### src/rtl/id_ex_operand_stage_pkg.sv
`default_nettype none
// +-----------------------------------------------------------------------+
// | id_ex_operand_stage_pkg                                               |
// | Shared ALU opcodes and forward-select encoding for the ID/EX stage.   |
// | Rev 1.0                                                               |
// +-----------------------------------------------------------------------+
package id_ex_operand_stage_pkg;

    localparam int c_ALUOP_BITS = 4;
    localparam int c_SHAMT_BITS = 5;

    localparam logic [c_ALUOP_BITS-1:0] c_ALU_AND = 4'b0000;
    localparam logic [c_ALUOP_BITS-1:0] c_ALU_OR  = 4'b0001;
    localparam logic [c_ALUOP_BITS-1:0] c_ALU_NOR = 4'b0010;
    localparam logic [c_ALUOP_BITS-1:0] c_ALU_ADD = 4'b0011;
    localparam logic [c_ALUOP_BITS-1:0] c_ALU_SUB = 4'b0100;
    localparam logic [c_ALUOP_BITS-1:0] c_ALU_SLL = 4'b0101;
    localparam logic [c_ALUOP_BITS-1:0] c_ALU_SRL = 4'b0111;
    localparam logic [c_ALUOP_BITS-1:0] c_ALU_LUI = 4'b1111;

    typedef enum logic [1:0] {
        FWD_NONE  = 2'b00,
        FWD_EXMEM = 2'b01,
        FWD_MEMWB = 2'b10
    } fwd_sel_e;

endpackage : id_ex_operand_stage_pkg
`default_nettype wire

### src/rtl/id_ex_operand_stage_forward_mux.sv
`default_nettype none
// +-----------------------------------------------------------------------+
// | forward_mux                                                           |
// | Per-operand RAW bypass select: EX/MEM beats MEM/WB, index 0 never.    |
// | Rev 1.0                                                               |
// +-----------------------------------------------------------------------+
module forward_mux
    import id_ex_operand_stage_pkg::*;
#(
    parameter int N_BITS     = 32,
    parameter int N_REG_ADDR = 5
) (
    input  logic [N_REG_ADDR-1:0] i_idx,
    input  logic [N_BITS-1:0]     i_stored,
    input  logic                  i_exmem_regwrite,
    input  logic [N_REG_ADDR-1:0] i_exmem_writereg,
    input  logic [N_BITS-1:0]     i_exmem_data,
    input  logic                  i_memwb_regwrite,
    input  logic [N_REG_ADDR-1:0] i_memwb_writereg,
    input  logic [N_BITS-1:0]     i_memwb_data,
    output fwd_sel_e              o_sel,
    output logic [N_BITS-1:0]     o_data
);

    logic w_idx_nz;
    logic w_hit_exmem;
    logic w_hit_memwb;

    assign w_idx_nz    = (i_idx != '0);
    assign w_hit_exmem = w_idx_nz && i_exmem_regwrite && (i_exmem_writereg == i_idx);
    assign w_hit_memwb = w_idx_nz && i_memwb_regwrite && (i_memwb_writereg == i_idx);

    always_comb begin
        o_sel  = FWD_NONE;
        o_data = i_stored;
        if (w_hit_exmem) begin
            o_sel  = FWD_EXMEM;
            o_data = i_exmem_data;
        end else if (w_hit_memwb) begin
            o_sel  = FWD_MEMWB;
            o_data = i_memwb_data;
        end
    end

endmodule : forward_mux
`default_nettype wire

### src/rtl/id_ex_operand_stage.sv
`default_nettype none
// +-----------------------------------------------------------------------+
// | id_ex_operand_stage                                                   |
// | ID/EX register with EX/MEM and MEM/WB forwarding into the ALU inputs. |
// | Rev 1.0                                                               |
// +-----------------------------------------------------------------------+
module id_ex_operand_stage
    import id_ex_operand_stage_pkg::*;
#(
    parameter int N_BITS     = 32,
    parameter int N_REG_ADDR = 5
) (
    input  logic                    clk,
    input  logic                    reset,
    input  logic                    Stall,
    input  logic                    Flush,
    input  logic                    ID_Valid,
    input  logic                    ID_RegWrite,
    input  logic                    ID_ALUSrc,
    input  logic [c_ALUOP_BITS-1:0] ID_ALUOperation,
    input  logic [N_BITS-1:0]       ID_ReadData1,
    input  logic [N_BITS-1:0]       ID_ReadData2,
    input  logic [N_BITS-1:0]       ID_Immediate,
    input  logic [c_SHAMT_BITS-1:0] ID_Shamt,
    input  logic [N_REG_ADDR-1:0]   ID_Rs,
    input  logic [N_REG_ADDR-1:0]   ID_Rt,
    input  logic [N_REG_ADDR-1:0]   ID_WriteReg,
    input  logic                    EXMEM_RegWrite,
    input  logic [N_REG_ADDR-1:0]   EXMEM_WriteReg,
    input  logic [N_BITS-1:0]       EXMEM_ALUResult,
    input  logic                    MEMWB_RegWrite,
    input  logic [N_REG_ADDR-1:0]   MEMWB_WriteReg,
    input  logic [N_BITS-1:0]       MEMWB_WriteData,
    output logic                    EX_Valid,
    output logic                    EX_RegWrite,
    output logic [c_ALUOP_BITS-1:0] EX_ALUOperation,
    output logic [c_SHAMT_BITS-1:0] EX_Shamt,
    output logic [N_REG_ADDR-1:0]   EX_WriteReg,
    output logic [N_BITS-1:0]       EX_A,
    output logic [N_BITS-1:0]       EX_B,
    output logic [N_BITS-1:0]       EX_StoreData
);

    logic                    r_valid;
    logic                    r_regwrite;
    logic                    r_alusrc;
    logic [c_ALUOP_BITS-1:0] r_aluop;
    logic [N_BITS-1:0]       r_rd1;
    logic [N_BITS-1:0]       r_rd2;
    logic [N_BITS-1:0]       r_imm;
    logic [c_SHAMT_BITS-1:0] r_shamt;
    logic [N_REG_ADDR-1:0]   r_rs;
    logic [N_REG_ADDR-1:0]   r_rt;
    logic [N_REG_ADDR-1:0]   r_wreg;

    fwd_sel_e                w_rs_sel;
    fwd_sel_e                w_rt_sel;
    logic [N_BITS-1:0]       w_rs_fwd;
    logic [N_BITS-1:0]       w_rt_fwd;

    forward_mux #(.N_BITS(N_BITS), .N_REG_ADDR(N_REG_ADDR)) u_fwd_rs (
        .i_idx            (r_rs),
        .i_stored         (r_rd1),
        .i_exmem_regwrite (EXMEM_RegWrite),
        .i_exmem_writereg (EXMEM_WriteReg),
        .i_exmem_data     (EXMEM_ALUResult),
        .i_memwb_regwrite (MEMWB_RegWrite),
        .i_memwb_writereg (MEMWB_WriteReg),
        .i_memwb_data     (MEMWB_WriteData),
        .o_sel            (w_rs_sel),
        .o_data           (w_rs_fwd)
    );

    forward_mux #(.N_BITS(N_BITS), .N_REG_ADDR(N_REG_ADDR)) u_fwd_rt (
        .i_idx            (r_rt),
        .i_stored         (r_rd2),
        .i_exmem_regwrite (EXMEM_RegWrite),
        .i_exmem_writereg (EXMEM_WriteReg),
        .i_exmem_data     (EXMEM_ALUResult),
        .i_memwb_regwrite (MEMWB_RegWrite),
        .i_memwb_writereg (MEMWB_WriteReg),
        .i_memwb_data     (MEMWB_WriteData),
        .o_sel            (w_rt_sel),
        .o_data           (w_rt_fwd)
    );

    always_ff @(posedge clk) begin
        if (reset || Flush) begin
            r_valid    <= 1'b0;
            r_regwrite <= 1'b0;
            r_alusrc   <= 1'b0;
            r_aluop    <= '0;
            r_rd1      <= '0;
            r_rd2      <= '0;
            r_imm      <= '0;
            r_shamt    <= '0;
            r_rs       <= '0;
            r_rt       <= '0;
            r_wreg     <= '0;
        end else if (Stall) begin
            // Capture any bypassed value so it survives the producer retiring mid-stall.
            if (w_rs_sel != FWD_NONE) r_rd1 <= w_rs_fwd;
            if (w_rt_sel != FWD_NONE) r_rd2 <= w_rt_fwd;
        end else begin
            r_valid    <= ID_Valid;
            r_regwrite <= ID_RegWrite;
            r_alusrc   <= ID_ALUSrc;
            r_aluop    <= ID_ALUOperation;
            r_rd1      <= ID_ReadData1;
            r_rd2      <= ID_ReadData2;
            r_imm      <= ID_Immediate;
            r_shamt    <= ID_Shamt;
            r_rs       <= ID_Rs;
            r_rt       <= ID_Rt;
            r_wreg     <= ID_WriteReg;
        end
    end

    assign EX_Valid        = r_valid;
    assign EX_RegWrite     = r_regwrite;
    assign EX_ALUOperation = r_aluop;
    assign EX_Shamt        = r_shamt;
    assign EX_WriteReg     = r_wreg;
    assign EX_A            = w_rs_fwd;
    assign EX_StoreData    = w_rt_fwd;
    assign EX_B            = r_alusrc ? r_imm : w_rt_fwd;

endmodule : id_ex_operand_stage
`default_nettype wire
### config.mk
export PLATFORM = sky130hd
export DESIGN_NAME = id_ex_operand_stage
export DESIGN_NICKNAME = d
export VERILOG_FILES = /design/src/rtl/id_ex_operand_stage_pkg.sv /design/src/rtl/id_ex_operand_stage_forward_mux.sv /design/src/rtl/id_ex_operand_stage.sv
export SDC_FILE = /design/constraint.sdc
export NUM_CORES = 1
export LEC_CHECK = 0
export ABC_AREA = 1
export BUFFER_PORTS_ARGS = -buffer_cell sky130_fd_sc_hd__buf_2
export CAP_MARGIN = 30
export CORE_MARGIN = 4
export CORE_UTILIZATION = 31
export DETAILED_ROUTE_END_ITERATION = 8
export PLACE_DENSITY = 0.61
export SLEW_MARGIN = 10
export SYNTH_ARGS = -nofsm -noshare
export SYNTH_HDL_FRONTEND = slang
export SYNTH_HIERARCHICAL = 1
export SYNTH_SLANG_ARGS = --single-unit
### constraint.sdc
create_clock -name clk -period 2.7 [get_ports clk]
set_input_delay 0.27 -clock clk [delete_from_list [all_inputs] [get_ports clk]]
set_output_delay 0.27 -clock clk [all_outputs]
set_load 0.005 [all_outputs]
==> impl_metrics.tcl, run 1 <==
set metrics [dict create \
    outcome "finished clean" \
    via_per_inst 4.51 \
    irDropWorstVdd_mv 0.296 \
    pwr_density_cell_nw_per_um2 484 \
    remaining_drc_errors 0 \
    grt_start_max_net_pins 81 \
    coreArea_um2 27100 \
    hold_violations 0 \
    place_ws_ps 404 \
    crit_path_max_fanout 24 \
    initial_core_util_pct 31.6 \
    yosysMostFrequentCell "nand2_1" \
    grt_pass1_wl_um 50400 \
    num_rows 60 \
    htree_levels 4 \
    ys_ff_latch 123 \
    p_sw_share_pct 29.0 \
    placed_cell_area_um2 10200 \
    gr-usage-met3_pct 4.72 \
    fmax_ghz 0.387 \
    antenna_found_initial 0 \
    tightest_slew_ps 869 \
    final_util_pct 40.2 \
    cts_buffer_depth 2 \
    cts_buffers 17 \
    use_met2_pct 34.0 \
    min_period_ps 2580 \
    cts_setup_buffers 0 \
    grt_use_met1_pct 26.4 \
    synth.yosys.warnings 6 \
    cts.reportedPaths.clkPinSlew_ps 60 \
    critPathMaxStageDelay_ps 340 \
    syn_area_um2 8560 \
    fin_crit_sh_pct 95.6 \
    synth_common_cells "nand2_1 (490), nor2_1 (256), inv_1 (208), nand3_1 (194), dfxtp_1 (123)" \
    gp_congestion 0.874 \
    grt_usage_pct 20.5 \
    tritoncts "done" \
    fp.dieArea_um2 30400 \
    first_pass_iters 5 \
    drtIter0Drc 591 \
    overflow 0 \
    clock-sinks 123 \
    startpoint_type "register" \
    cap_violations 0 \
    vias 9681 \
    cp.required_ps 2430 \
    end_kind "primary output" \
    slowest_stage "dfxtp_1" \
    crit_arrival_ps 2310 \
    syn_inst 1497 \
    dominantRegCellSynth "dfxtp_1" \
    numPortBuffers 314 \
    drive_above_1_share_pct 24.3 \
    yosysSeqAreaShare_pct 28.8 \
    die-height_um 174 \
    hpwl_um 22800 \
    wl_per_cell_um 14.8 \
    finalSetupViolCount 0 \
    rsz0062_at_grt "yes" \
    setup-tns-final_ps 0 \
    clock_latency_ps 420 \
    cts-root-buf "clkbuf_16" \
    yosys.area.top_type "dfxtp_1" \
    synth_top_area_share_pct 28.8 \
    pwr-share-seq_pct 36.8 \
    slew_headroom_pct 42.1 \
    hp-class "in2reg" \
    hold_ws_ps 73.4 \
    finalNetCount 1962 \
    holdBufCountCts 0 \
    stdcell_area_um2 10900 \
    fin_skew_ps 15.2 \
    synth_edf_count 0 \
    layout_setup_ws_ps 118 \
    switching_power_mw 1.53 \
    p_comb_share_pct 18.8 \
    crit_chain "inv_1 -> nand3_1 -> nor2_4 -> nor2_4 -> nand2_4 -> buf_4 -> nand2_1 -> nand3_1 -> nand2_1 -> mux2_2 -> buf_2" \
    maxSlewViolCount 0 \
    wirelength_um 31800 \
    ys_types 22 \
    io_pins 315 \
    worstSetupPathType "reg2out" \
    p_int_mw 3.74 \
    synth_nets 1700 \
    synthTopCellsByArea "dfxtp_1 (29%), nand2_1 (21%), nand3_1 (11%)" \
    drt.antenna.violating_nets 0 \
    power.leakage_nw 6.21 \
    dieWidth_um 174 \
    grt_pass1_vias 9412 \
    area_growth_pct 27.2 \
    pwr-share-clk_pct 44.4 \
    grt.busiest_layer "met2" \
    async_flop_share_pct 0 \
    synth.avg_cell_area_um2 5.72 \
]
registers in the layout, summed over array words and instances (netlist names):
register and flops:
r_rd2 32, EX_Valid 1, EX_WriteReg 5, r_rt 5, r_alusrc 1, EX_ALUOperation 4, EX_Shamt 5, r_rs 5
EX_RegWrite 1, r_rd1 32, r_imm 32
per-layer routing:
layer	share of wire, %	vias up
met5	0	-
met4	2.4	0
met3	6.9	56
met2	46	344
met1	44	4258
li1	-	5023
path summary, 6_finish.rpt:
check | startpoint | endpoint | slack (ps) | cells past startpoint
min | ID_ALUOperation[3] | EX_ALUOperation[3]$_SDFFE_PP0N_ | 70 | 3
min reg2reg | EX_Shamt[0]$_SDFFE_PP0N_ | EX_Shamt[0]$_SDFFE_PP0N_ | 470 | 2
max reg2reg | r_rt[4]$_SDFFE_PP0N_ | r_rd2[9]$_SDFFE_PP0P_ | 380 | 11
max | r_rt[2]$_SDFFE_PP0N_ | EX_B[29] | 120 | 11
final cells by class:
type | instances | area, µm²
diodes | 1 | 2.50
clock buffers | 20 | 437
clock inverters | 12 | 149
fillers | 3012 | 16200
inverters | 221 | 832
multi-input cells | 1058 | 4690
flip-flops and latches | 123 | 2460
well taps | 372 | 465
repair buffers | 338 | 1850
through the flow:
stage	power (mW)	std cells
floorplan	2.56	1497
global placement	2.95	2111
detailed placement	2.96	2111
CTS	5.33	2143
global route	5.55	2144
finish	5.27	2145
placed cells by master (no fill, tap or decap), types with 7 or more instances in the layout:
master | netlist | routed
nand2_1 | 490 | 489
buf_2 | 39 | 313
nor2_1 | 256 | 254
inv_1 | 208 | 208
nand3_1 | 194 | 194
dfxtp_1 | 123 | 122
o21ai_0 | 52 | 52
mux2_2 | 32 | 32
clkbuf_16 | 0 | 17
buf_4 | 35 | 14
nor2_4 | 5 | 10
inv_2 | 11 | 10
o21ai_1 | 7 | 7
worst max-delay path: cells and delay by family, from the launching register on:
family,cells,cell delay [ps]
simple gates,7,830
flops,1,340
buf+inv,3,450
mux,1,270
timing repair:
item                       4_1_cts  5_1_grt
setup endpoints to repair        9       47
resized for setup                1        8
pin swaps                        0        0
logic make-up after synthesis:
kind of cell,after synthesis,share of synthesized area [%]
simple gates,961,46.1
compound gates,59,3.45
buf+inv,316,16.9
mux,32,4.21
xor+xnor,6,0.614
flops,123,28.8
power groups by stage:
stage	clock network, mW	registers [mW]	logic, mW
floorplan	0	1.97	0.595
global placement	0	1.98	0.979
detailed placement	0	1.98	0.984
CTS	2.40	1.94	0.990
global route	2.48	1.95	1.12
finish	2.34	1.94	0.991
Note: power is estimated with default switching activity, not from simulation.
==> inputs of run 2 (changes only) <==
--- a/config.mk
+++ b/config.mk
@@ -12,6 +12,7 @@
 export CORE_UTILIZATION = 31
 export DETAILED_ROUTE_END_ITERATION = 8
 export PLACE_DENSITY = 0.61
+export RECOVER_POWER = 100
 export SLEW_MARGIN = 10
 export SYNTH_ARGS = -nofsm -noshare
 export SYNTH_HDL_FRONTEND = slang
==> run 2 against run 1 <==
  * Register-to-register slack barely moved
  * Fmax fell by 0.30%
  * Sequential cell count unchanged
  * Combinational power decreased by 0.5%
  * Sequential power about the same
  * Total power about the same
  * Cell area decreased by 0.30%
  * First-iteration DRC count increased by 1.4%
  * Utilization decreased by 0.12 points
  * Highest routed layer unchanged
==> impl_metrics.tcl, run 2 (synthesis gave the netlist of run 1 again) <==
set metrics [dict create \
    critPathMaxStageDelay_ps 340 \
    drtIter0Drc 599 \
    ff2ff_setup_slack_ps 370 \
    holdBufCountCts 0 \
    grt_usage_pct 20.5 \
    p_int_mw 3.74 \
    cap_violations 0 \
    stdcell_area_um2 10900 \
    die-height_um 174 \
    grt_pass1_vias 9412 \
    pwr_density_cell_nw_per_um2 486 \
    gp_congestion 0.874 \
    setup-tns-final_ps 0 \
    min_period_ps 2590 \
    initial_core_util_pct 31.6 \
    mostFrequentLayoutCell "nand2_1" \
    worstRegToRegCells 11 \
    cts_setup_buffers 0 \
    hold_ws_ps 74.0 \
    reg2reg_from "r_rt[4]$_SDFFE_PP0N_" \
    htree_levels 4 \
    drt.antenna.violating_nets 0 \
    hp-class "in2reg" \
    num_rows 60 \
    hold_end "EX_Shamt[4]$_SDFFE_PP0N_" \
    switching_power_mw 1.53 \
    dieWidth_um 174 \
    dpl.cell_count 2111 \
    coreArea_um2 27100 \
    finalNetCount 1962 \
    fmax_ghz 0.386 \
    vias 9700 \
    cts_buffer_depth 2 \
    first_pass_iters 5 \
    cp.required_ps 2430 \
    startpoint_type "register" \
    top_regs "r_imm x32, r_rd1 x32, r_rd2 x32" \
    tritoncts "done" \
    cts.reportedPaths.clkPinSlew_ps 60 \
    crit_chain "inv_1 -> nand3_1 -> nor2_4 -> nor2_4 -> nand2_4 -> buf_4 -> nand2_1 -> nand3_1 -> nand2_1 -> mux2_2 -> buf_2" \
    wl_per_cell_um 14.8 \
    via_per_inst 4.52 \
    wirelength_um 31800 \
    crit_arrival_ps 2320 \
    p_comb_share_pct 18.7 \
    clock_latency_ps 420 \
    fill_cells 3020 \
    fin_skew_ps 13.7 \
    slew_headroom_pct 18.7 \
    drive_above_1_share_pct 23.7 \
    numPortBuffers 314 \
    worstSetupPathType "reg2out" \
    placed_cell_area_um2 10200 \
    irDropWorstVdd_mv 0.296 \
    overflow 0 \
    outcome "finished clean" \
    slowest_stage "dfxtp_1" \
    finalSetupViolCount 0 \
    fp.dieArea_um2 30400 \
    clock-sinks 123 \
    reg2reg_to "r_rd2[9]$_SDFFE_PP0P_" \
    crit_family "simple AND/OR/NAND/NOR gates" \
    grt_start_max_net_pins 81 \
    worst-path-buf-inv 3 \
    maxSlewViolCount 0 \
    place_ws_ps 404 \
    area_growth_pct 26.8 \
    fin_crit_sh_pct 95.9 \
    io_pins 315 \
    fin_cells 2145 \
    final_util_pct 40.1 \
    power.total_mw 5.27 \
    hold_depth 3 \
    antenna_found_initial 0 \
    hpwl_um 22800 \
    layout_setup_ws_ps 110 \
    p_sw_share_pct 29.1 \
    pwr-share-seq_pct 36.8 \
    crit_path_max_fanout 24 \
    layout.cells.most_common_list "nand2_1 (489), buf_2 (304), nor2_1 (255)" \
    hold_violations 0 \
    pwr-share-clk_pct 44.5 \
    remaining_drc_errors 0 \
    end_kind "primary output" \
    hold_start "ID_Shamt[4]" \
    tightest_slew_ps 1220 \
    cts_buffers 17 \
    rsz0062_at_grt "yes" \
    power.leakage_nw 6.18 \
    grt_pass1_wl_um 50400 \
    cts-root-buf "clkbuf_16" \
]
## run 2: cell types whose count changed in the layout (fill, tap and decap cells not counted), moves of 2 or more
cell | before | now
clkbuf_2 | 0 | 3
buf_2 | 313 | 304
clkbuf_1 | 3 | 11
buf_4 | 14 | 12
## run 2: timing repair
| action | CTS | global route |
|---|---|---|
| gates resized for setup | 1 | 8 |
| setup endpoints to repair | 9 | 47 |
| pin swaps | 0 | 0 |
## run 2: how the worst max path moves through the flow
stage / start / cells after the start / to
global placement: MEMWB_WriteReg[1] / 14 / r_rd2[4]$_SDFFE_PP0P_
floorplan: r_rs[2]$_SDFFE_PP0N_ / 13 / r_rd1[24]$_SDFFE_PP0P_
CTS: r_rt[4]$_SDFFE_PP0N_ / 10 / EX_B[3]
global route: r_rt[2]$_SDFFE_PP0N_ / 11 / EX_B[23]
detailed placement: r_rt[4]$_SDFFE_PP0N_ / 11 / r_rd2[31]$_SDFFE_PP0P_
finish: r_rt[2]$_SDFFE_PP0N_ / 11 / EX_B[29]
## run 2: layer usage
metal / up-vias / GRT usage [%] / wire, µm
met5: - / 0 / 0
met4: 0 / 6.30 / 774
met3: 58 / 4.72 / 2230
met2: 358 / 34.0 / 14800
met1: 4259 / 26.4 / 13900
li1: 5025 / - / -
## run 2: area by class of cell
cell class	count	area, µm²	share of cell area (%)
flip-flops and latches	123	2460	22.7
inverters	221	830	7.64
clock buffers	20	437	4.02
diodes	1	2.50	0.0230
repair buffers	338	1830	16.8
clock inverters	12	149	1.37
multi-input cells	1058	4680	43.1
well taps	372	465	4.29
## run 2: worst min-delay path, delay by kind of cell
kind                   cells  cell delay (ps)
AO/OA/AOI/OAI              1               40
buffers and inverters      1               70
AND/OR/NAND/NOR            1               70
## run 2: power groups by stage
stage	Clock, mW	Sequential (mW)	Combinational (mW)
2_1_floorplan	0	1.97	0.595
3_3_place_gp	0	1.98	0.979
3_5_place_dp	0	1.98	0.984
4_1_cts	2.40	1.94	0.990
5_1_grt	2.48	1.95	1.12
6_report	2.35	1.94	0.986
==> inputs of run 3 (changes only) <==
--- a/config.mk
+++ b/config.mk
@@ -5,13 +5,13 @@
 export SDC_FILE = /design/constraint.sdc
 export NUM_CORES = 1
 export LEC_CHECK = 0
-export ABC_AREA = 1
+export ABC_AREA = 0
 export BUFFER_PORTS_ARGS = -buffer_cell sky130_fd_sc_hd__buf_2
 export CAP_MARGIN = 30
 export CORE_MARGIN = 4
 export CORE_UTILIZATION = 31
 export DETAILED_ROUTE_END_ITERATION = 8
-export PLACE_DENSITY = 0.61
+export PLACE_DENSITY = 0.63
 export RECOVER_POWER = 100
 export SLEW_MARGIN = 10
 export SYNTH_ARGS = -nofsm -noshare
==> run 3 against run 2 <==
  * Critical endpoint is now EX_B[11]
  * Cell area up 14%
  * Utilization up 11 points
  * Via count down 8.1%
  * Total power up 7.1%
  * Clock power up 6%
  * Register-to-register slack worse by 370 ps
  * Sequential share of layout area down 2.7 points
  * Critical path depth down 3
  * Setup slack worse by 320 ps
  * Non-clock buffer count up 79
  * Sequential power about the same
  * First-iteration DRC count up 37%
  * The run now ends with capacitance limit, slew limit, setup timing left
==> impl_metrics.tcl, run 3 <==
set metrics [dict create \
    outcome "complete, but fails checks" \
    violations "capacitance limit, slew limit, setup timing" \
    synthTopCellsByArea "dfxtp_1 (32%), mux2i_1 (16%), nor4b_1 (7.3%)" \
    cp.required_ps 2430 \
    tritoncts "done" \
    area_growth_pct 61.3 \
    initial_core_util_pct 31.5 \
    reg2reg_from "r_rt[4]$_SDFFE_PP0N_" \
    min_period_ps 2910 \
    cap_violations 1 \
    final_util_pct 50.9 \
    cts_buffer_depth 2 \
    layout_setup_ws_ps -210 \
    fin_skew_ps 7.36 \
    clock_latency_ps 420 \
    fp.dieArea_um2 27300 \
    synth.avg_cell_area_um2 8.76 \
    tightest_slew_ps 1530 \
    numPortBuffers 314 \
    fmax_ghz 0.344 \
    drive_above_1_share_pct 51.9 \
    finalNetCount 1403 \
    yosysSeqAreaShare_pct 32.1 \
    hold_violations 0 \
    synth_edf_count 0 \
    vias 8912 \
    crit_path_max_fanout 8 \
    yosys.area.top_type "dfxtp_1" \
    crit_chain "or4_4 -> o211ai_4 -> or2_4 -> buf_12 -> buf_16 -> a31oi_4 -> mux2_2 -> buf_2" \
    timing.critical_path.from "r_rt[4]$_SDFFE_PP0N_" \
    reg2reg_to "r_rd2[23]$_SDFFE_PP0P_" \
    grt_usage_pct 24.8 \
    stdcell_area_um2 12400 \
    syn_area_um2 7670 \
    async_flop_share_pct 0 \
    via_per_inst 5.79 \
    critPathMaxStageDelay_ps 560 \
    startpoint_type "register" \
    coreArea_um2 24300 \
    worst-path-stages 8 \
    slew_headroom_pct -2.01 \
    hold_ws_ps 82.4 \
    grt_pass1_vias 8466 \
    synth_top_area_share_pct 32.1 \
    cts-root-buf "clkbuf_16" \
    worstRegToRegCells 12 \
    synth_nets 1078 \
    cts_buffers 17 \
    hpwl_um 23400 \
    layout.cells.most_common_list "buf_2 (294), mux2i_1 (123), dfxtp_1 (117)" \
    grt_start_max_net_pins 57 \
    power.leakage_nw 5.03 \
    fin_cells 1539 \
    first_pass_iters 8 \
    ys_types 29 \
    overflow 0 \
    die-height_um 165 \
    num_rows 57 \
    dpl.cell_count 1441 \
    pwr_density_cell_nw_per_um2 457 \
    grt_pass1_wl_um 51300 \
    crit_family "simple AND/OR/NAND/NOR gates" \
    wirelength_um 37400 \
    dieWidth_um 165 \
    drt.antenna.violating_nets 0 \
    clock-sinks 123 \
    rsz0062_at_grt "yes" \
    dominantRegCellSynth "dfxtp_1" \
    fin_crit_sh_pct 108 \
    crit_arrival_ps 2640 \
    worstSetupPathType "reg2out" \
    wl_per_cell_um 24.3 \
    gp_congestion 0.992 \
    drtIter0Drc 821 \
    htree_levels 4 \
    syn_inst 875 \
    maxSlewViolCount 57 \
    ff2ff_setup_slack_ps 0 \
    remaining_drc_errors 0 \
    ys_ff_latch 123 \
    worst-path-buf-inv 3 \
    synth.yosys.warnings 6 \
    top_regs "r_imm x32, r_rd1 x32, r_rd2 x32" \
    holdBufCountCts 0 \
    place_ws_ps 70.2 \
    finalSetupViolCount 67 \
    synth_common_cells "dfxtp_1 (123), mux2i_1 (123)" \
    hold_depth 3 \
    hp-class "in2reg" \
    antenna_found_initial 9 \
    end_kind "primary output" \
    io_pins 315 \
    endpoint "EX_B[11]" \
    cts.reportedPaths.clkPinSlew_ps 60 \
    mostFrequentLayoutCell "buf_2" \
    slowest_stage "or4_4" \
    placed_cell_area_um2 9560 \
    irDropWorstVdd_mv 0.336 \
]
## run 3: area by class of cell
class / instances / area [µm²]
clock buffer: 20 / 447
antenna: 2 / 5.00
inverter: 2 / 7.51
fill: 2236 / 11900
timing repair buffer: 417 / 2960
clock inverter: 12 / 171
tap: 324 / 405
sequential: 123 / 2470
multi-input combinational: 639 / 5900
## run 3: cells by family (layout without fill, tap and decap cells)
logic type / count (synthesis) / after routing / share of synthesized area [%]
simple gates: 266 / 266 / 20.1
compound gates: 198 / 198 / 16.9
mux: 155 / 155 / 20.8
flops: 123 / 123 / 32.1
buf+inv: 113 / 451 / 7.80
xor+xnor: 20 / 20 / 2.28
other cells: 0 / 2 / 0
## run 3: worst register-to-register path, stage by stage (launching register included)
cell and delay, ps:
dfxtp_4 340, buf_4 150, xnor2_1 160, nand4_1 220, or2_4 350, buf_12 150, buf_4 170, inv_2 130
nor3_4 50, clkbuf_1 140, buf_12 160, nor4b_1 430, a211oi_2 110
## run 3: report_power, final
part / switching, mW / internal, mW / leakage, nW
Clock: 0.915 / 1.56 / 0.296
Combinational: 0.641 / 0.590 / 3.73
Sequential: 0.0532 / 1.88 / 1.01
## run 3: metal layers
layer,up-vias,global-route usage [%],share of wire (%)
met2,494,43.0,49
met3,93,6.03,8.4
met4,10,7.03,2.5
met5,-,0,0.18
met1,4325,30.6,40
li1,3990,-,-
## run 3: worst min-delay path by stage
stage,from,to,slack (ps)
2_1_floorplan,ID_ALUOperation[0],EX_ALUOperation[0]$_SDFFE_PP0N_,410
3_3_place_gp,r_imm[11]$_SDFFE_PP0N_,r_imm[11]$_SDFFE_PP0N_,470
3_5_place_dp,EX_WriteReg[1]$_SDFFE_PP0N_,EX_WriteReg[1]$_SDFFE_PP0N_,480
4_1_cts,ID_Rs[4],r_rs[4]$_SDFFE_PP0N_,60
5_1_grt,ID_WriteReg[2],EX_WriteReg[2]$_SDFFE_PP0N_,60
6_report,ID_Rs[4],r_rs[4]$_SDFFE_PP0N_,80
## run 3: stage by stage
stage	setup TNS [ps]	total power, mW
after global placement	0	2.90
after CTS	-7580	5.51
after global routing	-11650	5.85
after floorplan	0	2.47
after detailed placement	0	2.91
final	-6580	5.65
## run 3: repair_timing
action                                  in CTS  in global routing
gates cloned                                 9                  7
setup buffers                               24                 25
endpoints found under the setup margin      71                149
resized for setup                           94                211
pin swaps                                   31                 42
